<file path="config.mk">
export PLATFORM = sky130hd
export DESIGN_NAME = extender
export DESIGN_NICKNAME = d
export VERILOG_FILES = /design/src/rtl/extender.sv
export SDC_FILE = /design/constraint.sdc
export NUM_CORES = 1
export LEC_CHECK = 0
export ABC_AREA = 1
export BUFFER_PORTS_ARGS = -buffer_cell sky130_fd_sc_hd__buf_2
export CORE_ASPECT_RATIO = 0.9
export CORE_MARGIN = 3
export CORE_UTILIZATION = 42
export DETAILED_ROUTE_END_ITERATION = 12
export PLACE_DENSITY = 0.93
export SLEW_MARGIN = 20
export SYNTH_ARGS = -nofsm -noshare
export SYNTH_HDL_FRONTEND = slang
export SYNTH_SLANG_ARGS = --single-unit
</file>
<file path="constraint.sdc">
create_clock -name clk -period 2.7 [get_ports clk]
set_input_delay 0.675 -clock clk [delete_from_list [all_inputs] [get_ports clk]]
set_output_delay 0.675 -clock clk [all_outputs]
set_load 0.02 [all_outputs]
</file>
<file path="src/rtl/extender.sv">
// extender: IMM_W -> OUT_W immediate extender for the decode stage.
// Zero- or sign-extends the immediate according to ExtendType and registers
// the result with a valid flag (1-cycle latency, no back-pressure).
// Optional feature macro: EXT_LUI_EN adds the ShiftUpper input, which places
// the immediate in the upper bits of the result (LUI) and ignores ExtendType.
// IMM_W must be smaller than OUT_W.
module extender #(
    parameter int IMM_W = 16,
    parameter int OUT_W = 32
) (
    input  logic             clk,
    input  logic             reset,
    input  logic [IMM_W-1:0] Immediate,
    input  logic             ExtendType,
    input  logic             InValid,
`ifdef EXT_LUI_EN
    input  logic             ShiftUpper,
`endif
    output logic [OUT_W-1:0] Result,
    output logic             OutValid
);

    localparam int PAD_W = OUT_W - IMM_W;

    // Single shared extension function: upper placement wins over the
    // zero/sign selection, so ExtendType is a don't-care for LUI.
    function automatic logic [OUT_W-1:0] ext(
        input logic [IMM_W-1:0] imm,
        input logic             sign_en,
        input logic             upper
    );
        logic [OUT_W-1:0] r;
        if (upper) begin
            r = {imm, {PAD_W{1'b0}}};
        end else if (sign_en) begin
            r = {{PAD_W{imm[IMM_W-1]}}, imm};
        end else begin
            r = {{PAD_W{1'b0}}, imm};
        end
        return r;
    endfunction

    logic             shift_upper;
    logic [OUT_W-1:0] next_result;

`ifdef EXT_LUI_EN
    assign shift_upper = ShiftUpper;
`else
    assign shift_upper = 1'b0;
`endif

    // Combinational extension of the current immediate.
    always_comb begin
        // NOTE: assign a default first in always_comb so no path leaves the
        // signal unassigned, which would infer a latch.
        next_result = '0;
        next_result = ext(Immediate, ExtendType, shift_upper);
    end

    // Output register: capture on a valid input, otherwise hold the data and
    // drop the valid flag; reset overrides everything.
    always_ff @(posedge clk) begin
        // NOTE: sequential state uses non-blocking assignments so every
        // register samples pre-edge values regardless of statement order.
        if (reset) begin
            Result   <= '0;
            OutValid <= 1'b0;
        end else begin
            OutValid <= InValid;
            if (InValid) begin
                Result <= next_result;
            end
        end
    end

    // An unknown ExtendType on a valid input is illegal.
    a_ext_type_known: assert property (
        @(posedge clk) disable iff (reset) InValid |-> !$isunknown(ExtendType)
    );

endmodule

</file>
# After elaboration in Yosys (flattened, before gate mapping)
# Index checks and enable logic that the tools add are counted.
[totals]
reg_bits = 33
latch_bits = 0
mem_bits_rw = 0
mem_bits_ro = 0
inputBits = 20
output_inout_bits = 33
word_cells = 3
memories = 0
[classes]
n_addsub = 0
mul = 0
n_div = 0
n_lt_le_gt_ge = 0
eq_ne = 0
shifts = 0
mux = 1
n_bitwise = 0
n_reduce_logical = 0
[op_table]
columns = ["cell", "count"]
rows = [
  ["2-to-1 mux 32 bit", 1],
]

# Depth between registers and ports, before layout
# Gate-level depths: netlist of the first run.
[logic_depth]
depth_word = 1
depth_mapped = 5
ltp_nobuf = 3

# Least setup slack after synthesis of the first run
# OpenSTA, ideal clock, no wires.
[synth_timing]
path_kind = "register to output"
startpoint = "register, netlist name Result[30]"
endpoint = "output port Result[17]"
arrival_time_ns = 0.897
t_required_ns = 2.025
slack_ns = 1.128
stages_incl_launch_ff = 2
n_path_buf = 1
cell_sequence = "dfxtp_1 buf_4"
[synth_rtl]
columns = ["item", "line_no", "text"]
rows = [
  ["end: declaration", "19", "output logic [OUT_W-1:0] Result,"],
]

==> flow_summary.yaml, run 1 <==
detailed_routing:
  ant_nets: 0
  vias_per_cell: 4.593
  drt_iter0_markers: 8
  drc: 0
  vias: 689
  wl_um: 1590
  routedWlPerCell_um: 10.60
  drtPass1Iterations: 3
power:
  p_int_mw: 0.4023
  p_leak_nw: 0.5157
  power.share.clock: 0.288
  p_comb_frac: 0.188
  p_sw_frac: 0.2781
  p_per_area_mw_per_mm2: 602.6
  switchingPower_mw: 0.1550
  ir_drop_mv: 0.4194
  pwr-share-seq: 0.524
floorplanning:
  die_height_um: 46.24
  start_util: 0.4840
  core_region_area_mm2: 0.001562
  die_area_mm2: 0.002345
  std_cell_rows: 13
  pin_count: 53
  die_x_um: 50.72
yosys:
  seq_area_frac_synth: 0.4768
  synth-compound-area-share: 0.1126
  synthAdderAreaFrac: 0
  yosys_warnings: 0
  synth_top_family_by_area: "buffers and inverters"
  postSynthAreaPerCell_um2: 8.305
  synth_nets: 111
  synthSimpleGateAreaFrac: 0.1854
  syn_inst: 91
  muxShareOfSynthArea: 0
  synth_cell_types: 14
  synth_xor_area_frac: 0
  synth_area_um2: 755.7
  synth-seq-cells: 18
clock_tree:
  cts_tree: "yes"
  path_clk_slew_ns: 0.10
  cts_max_level: 1
  clock_path_buffers: 2
  insertion_delay_ns: 0.29
  cts.sinks: 18
  post_cts_resized: 0
  cts_buffers: 3
  hold_buffers: 0
  clockRootBuffer: "clkbuf_4"
  postCtsSetupRepairBufs: 0
final_layout:
  drive_gt1_frac: 0.4766
  n_antenna_cell: 0
  final_common_cell: "buf_2"
  final_util: 0.5921
  finalNetCount: 149
  final_cell_mix: "buf_2, nor2_1, dfxtp_1"
  area_growth_syn_to_layout_pct: 22.35
timing:
  relSlewSlack: 0.7584
  grt_setup_unrepaired: "no"
  post-route-period-util: 0.6477
  worst_pin_slew_ns: 0.3619
  period_needed_ns: 1.749
  fmax_mhz: 571.8
  hold_viol_final: 0
  setup_viol: 0
  finalSetupTns_ns: 0
  fin_skew_ns: 0
  drv_slew: 0
setup_path:
  crit_path_top_delay_cell: "dfxtp_1"
  start_kind: "register"
  path_cells: "buf_2"
  cp_max_fo: 17
  cp_num_cells: 1
  cp_top_family: "flip-flops"
  path_buf_inv: 1
  critPathKind: "reg2out"
  required_ns: 2.03
  crit_arrival_ns: 1.07
  end_kind: "output port"
  reg2reg_depth: 2
  cpPeakStageDelay_ns: 0.55
status:
  outcome: "finished clean"
min_path:
  hold_class: "reg2reg"
  hold_depth: 2
placement:
  gp_congestion: 0.6503
  place_hpwl_um: 1167
  port_buffers: 52
global_route:
  gr-total-overflow: 0
  grt_first_pass_wirelength_um: 2573
  antenna_found_initial: 0
  track_usage: 0.1486
  grt_pass1_vias: 617
  grt_max_degree: 19
job:
  drv_cap: 0
[cells in the mapped netlist]
cell type,n,share of area
nor2_1,28,0.14
dfxtp_1,18,0.48
buf_4,15,0.15
o21ai_0,14,0.093
nand2_1,3,0.015
nor2_2,3,0.025
a21oi_1,2,0.013
buf_6,2,0.030
buf_2,1,0.0066
buf_8,1,0.020
inv_2,1,0.0050
inv_8,1,0.015
nand3_1,1,0.0066
o21ai_1,1,0.0066
[path summary, 6_finish.rpt]
path	start	slack (ns)	to
setup reg to reg	Result[30]$_SDFFE_PP0P_	1.87	Result[30]$_SDFFE_PP0P_
setup / recovery	Result[30]$_SDFFE_PP0P_	0.95	Result[27]
hold reg to reg	Result[15]$_SDFFE_PP0P_	0.47	Result[15]$_SDFFE_PP0P_
hold / removal	Result[15]$_SDFFE_PP0P_	0.47	Result[15]$_SDFFE_PP0P_
[per-layer routing]
layer	wire length, um	part of all wire	up-vias	GRT usage
met3	173	0.11	2	0.05502
met1	651	0.41	306	0.1640
met5	0	0	-	0
met2	758	0.48	35	0.2578
met4	8	0.0050	0	0.06989
li1	-	-	346	-
[registers in the layout, summed over array words and instances, names as in the netlist]
name and cells:
Result 17, OutValid 1
[cell families (layout without fill, tap and decap cells)]
logic type	after synthesis	in the layout
simple gates	35	35
flops	18	18
buf+inv	21	58
compound gates	17	17
[metrics by stage]
stage / hold slack [ns] / setup WS [ns] / power, mW / instances / cell area (um2)
detailed placement: 0.4624 / 1.249 / 0.4035 / 146 / 888.4
CTS: 0.4772 / 0.9191 / 0.5629 / 150 / 924.6
global placement: 0.4452 / 1.290 / 0.4007 / 146 / 888.4
global route: 0.5009 / 0.8211 / 0.5895 / 150 / 924.6
finish: 0.4725 / 0.9512 / 0.5572 / 150 / 924.6
floorplan: 0.5296 / 1.128 / 0.3755 / 91 / 755.7
[power groups by stage]
stage	Combinational, mW	Clock, mW	Sequential, mW
finish	0.105	0.160	0.292
global route	0.115	0.180	0.295
CTS	0.106	0.165	0.292
detailed placement	0.106	0	0.298
global placement	0.104	0	0.297
floorplan	0.0554	0	0.320
[final cells by class]
cell class	count	area (um2)
sequential	18	360.3
fill	157	636.9
tap	22	27.53
timing repair buffer	52	260.3
clock buffer	4	36.28
multi-input combinational	52	225.2
inverter	2	15.01
No activity file was read; power rests on OpenSTA's default activity.
==> run 2: changes to the inputs <==
CORE_UTILIZATION = 35   (was 42)
PLACE_DENSITY = 0.84   (was 0.93)
clock period = 1.5 ns   (was 2.7 ns; I/O delays follow)
==> run 2 against run 1 <==
Net effect:
- sequential power up 80%
- count of clock-buffer cells in the layout shrank 1
- final cell count is 1.3% higher
- clock power grew 43%
- routed wire length rose by 6.4%
- critical endpoint is now Result[19]
- largest power group unchanged
==> flow_summary.yaml, run 2 (same netlist as run 1, synthesis figures left out) <==
global_route:
  gr-total-overflow: 0
  antenna_found_initial: 0
  grt_pass1_vias: 584
  track_usage: 0.1257
  grt_max_degree: 19
  grt_first_pass_wirelength_um: 2539
clock_tree:
  cts_tree: "yes"
  cts.sinks: 18
  post_cts_resized: 0
  hold_buffers: 0
  cts_buffers: 3
  path_clk_slew_ns: 0.09
  clock_path_buffers: 2
  clockRootBuffer: "clkbuf_4"
  cts_max_level: 1
  postCtsSetupRepairBufs: 0
  insertion_delay_ns: 0.28
floorplanning:
  start_util: 0.3799
  die_x_um: 54.98
  die_height_um: 50.08
  std_cell_rows: 15
  core_region_area_mm2: 0.001989
  pin_count: 53
  die_area_mm2: 0.002753
status:
  outcome: "finished clean"
setup_path:
  reg2reg_depth: 2
  cp_max_fo: 17
  crit-reg2reg-launch: "Result[30]$_SDFFE_PP0P_"
  start_kind: "register"
  critPathKind: "reg2out"
  crit_path_top_delay_cell: "dfxtp_2"
  required_ns: 1.12
  path_buf_inv: 1
  crit_arrival_ns: 0.93
  cpPeakStageDelay_ns: 0.44
  reg2reg_to: "Result[30]$_SDFFE_PP0P_"
  end_kind: "output port"
  cp_top_family: "flip-flops"
  r2r_slack_ns: 0.78
  path_cells: "buf_2"
timing:
  finalSetupTns_ns: 0
  grt_setup_unrepaired: "no"
  drv_slew: 0
  setup_viol: 0
  worst_pin_slew_ns: 0.3468
  hold_viol_final: 0
  fin_skew_ns: 0
  finalWorstSetupSlack_ns: 0.1998
  fmax_mhz: 769.1
  post-route-period-util: 0.8668
  period_needed_ns: 1.300
  relSlewSlack: 0.7688
detailed_routing:
  drt_iter0_markers: 6
  routedWlPerCell_um: 11.13
  wl_um: 1691
  ant_nets: 0
  vias_per_cell: 4.480
  drc: 0
  vias: 681
  drtPass1Iterations: 3
final_layout:
  final_util: 0.4604
  drive_gt1_frac: 0.4803
  final_common_cell: "buf_2"
  regMostFlops: "Result"
  nFillCells: 217
  n_antenna_cell: 0
  finalNetCount: 149
  largest_reg_flops: 17
  ff_latch_area_um2: 361.6
  top_regs: "Result: 17 flops, OutValid: 1 flops"
  finalNonFillerCells: 152
  final_cell_mix: "buf_2, nor2_1, dfxtp_1"
  multiInputGateArea_um2: 225.2
  area_growth_syn_to_layout_pct: 21.19
placement:
  dp_cells: 149
  gp_congestion: 0.5974
  place_ws_ns: 0.3664
  place_hpwl_um: 1299
  port_buffers: 52
min_path:
  holdPathEnd: "Result[30]$_SDFFE_PP0P_"
  hp-start: "reset"
  hold_depth: 2
  hold_class: "in2reg"
power:
  p_per_area_mw_per_mm2: 1030
  p_leak_nw: 0.5089
  ir_drop_mv: 0.6274
job:
  drv_cap: 0
run 2: report_power, final:
| group | switching, mW | total, mW | internal (mW) |
|---|---|---|---|
| Combinational | 0.123 | 0.190 | 0.0670 |
| Sequential | 0.0157 | 0.525 | 0.510 |
| Clock | 0.135 | 0.228 | 0.0930 |
| Total | 0.274 | 0.943 | 0.670 |
run 2: per-stage QoR:
step / area (um2) / power [mW] / hold slack, ns
after floorplan: 755.7 / 0.6759 / 0.4441
after global placement: 892.1 / 0.7204 / 0.4446
after detailed placement: 892.1 / 0.7286 / 0.4596
after CTS: 914.6 / 0.9625 / 0.2893
after global routing: 915.9 / 1.005 / 0.2948
final: 915.9 / 0.9435 / 0.2949
run 2: cell type report:
type / instances / share of cell area
Clock buffer: 3 / 0.02459
Multi-Input combinational cell: 52 / 0.2459
Timing Repair Buffer: 52 / 0.2842
Tap cell: 25 / 0.03415
Inverter: 2 / 0.01639
Sequential cell: 18 / 0.3948
run 2: how the worst max path moves through the flow:
stage	start	endpoint	slack, ns	depth (start not counted)
final	Result[30]$_SDFFE_PP0P_	Result[19]	0.20	1
after detailed placement	Result[30]$_SDFFE_PP0P_	Result[19]	0.37	1
after global placement	Result[30]$_SDFFE_PP0P_	Result[17]	0.40	1
after CTS	Result[30]$_SDFFE_PP0P_	Result[19]	0.04	1
after floorplan	Result[30]$_SDFFE_PP0P_	Result[17]	0.23	1
after global routing	Result[30]$_SDFFE_PP0P_	Result[30]	0.08	1
run 2: metal layers:
metal,part of all wire,routed length (um),vias to the layer above,track usage
li1,-,-,343,-
met1,0.40,670,306,0.1308
met2,0.52,876,30,0.2323
met3,0.077,131,2,0.04532
met4,0.0071,12,0,0.02429
met5,0,0,-,0
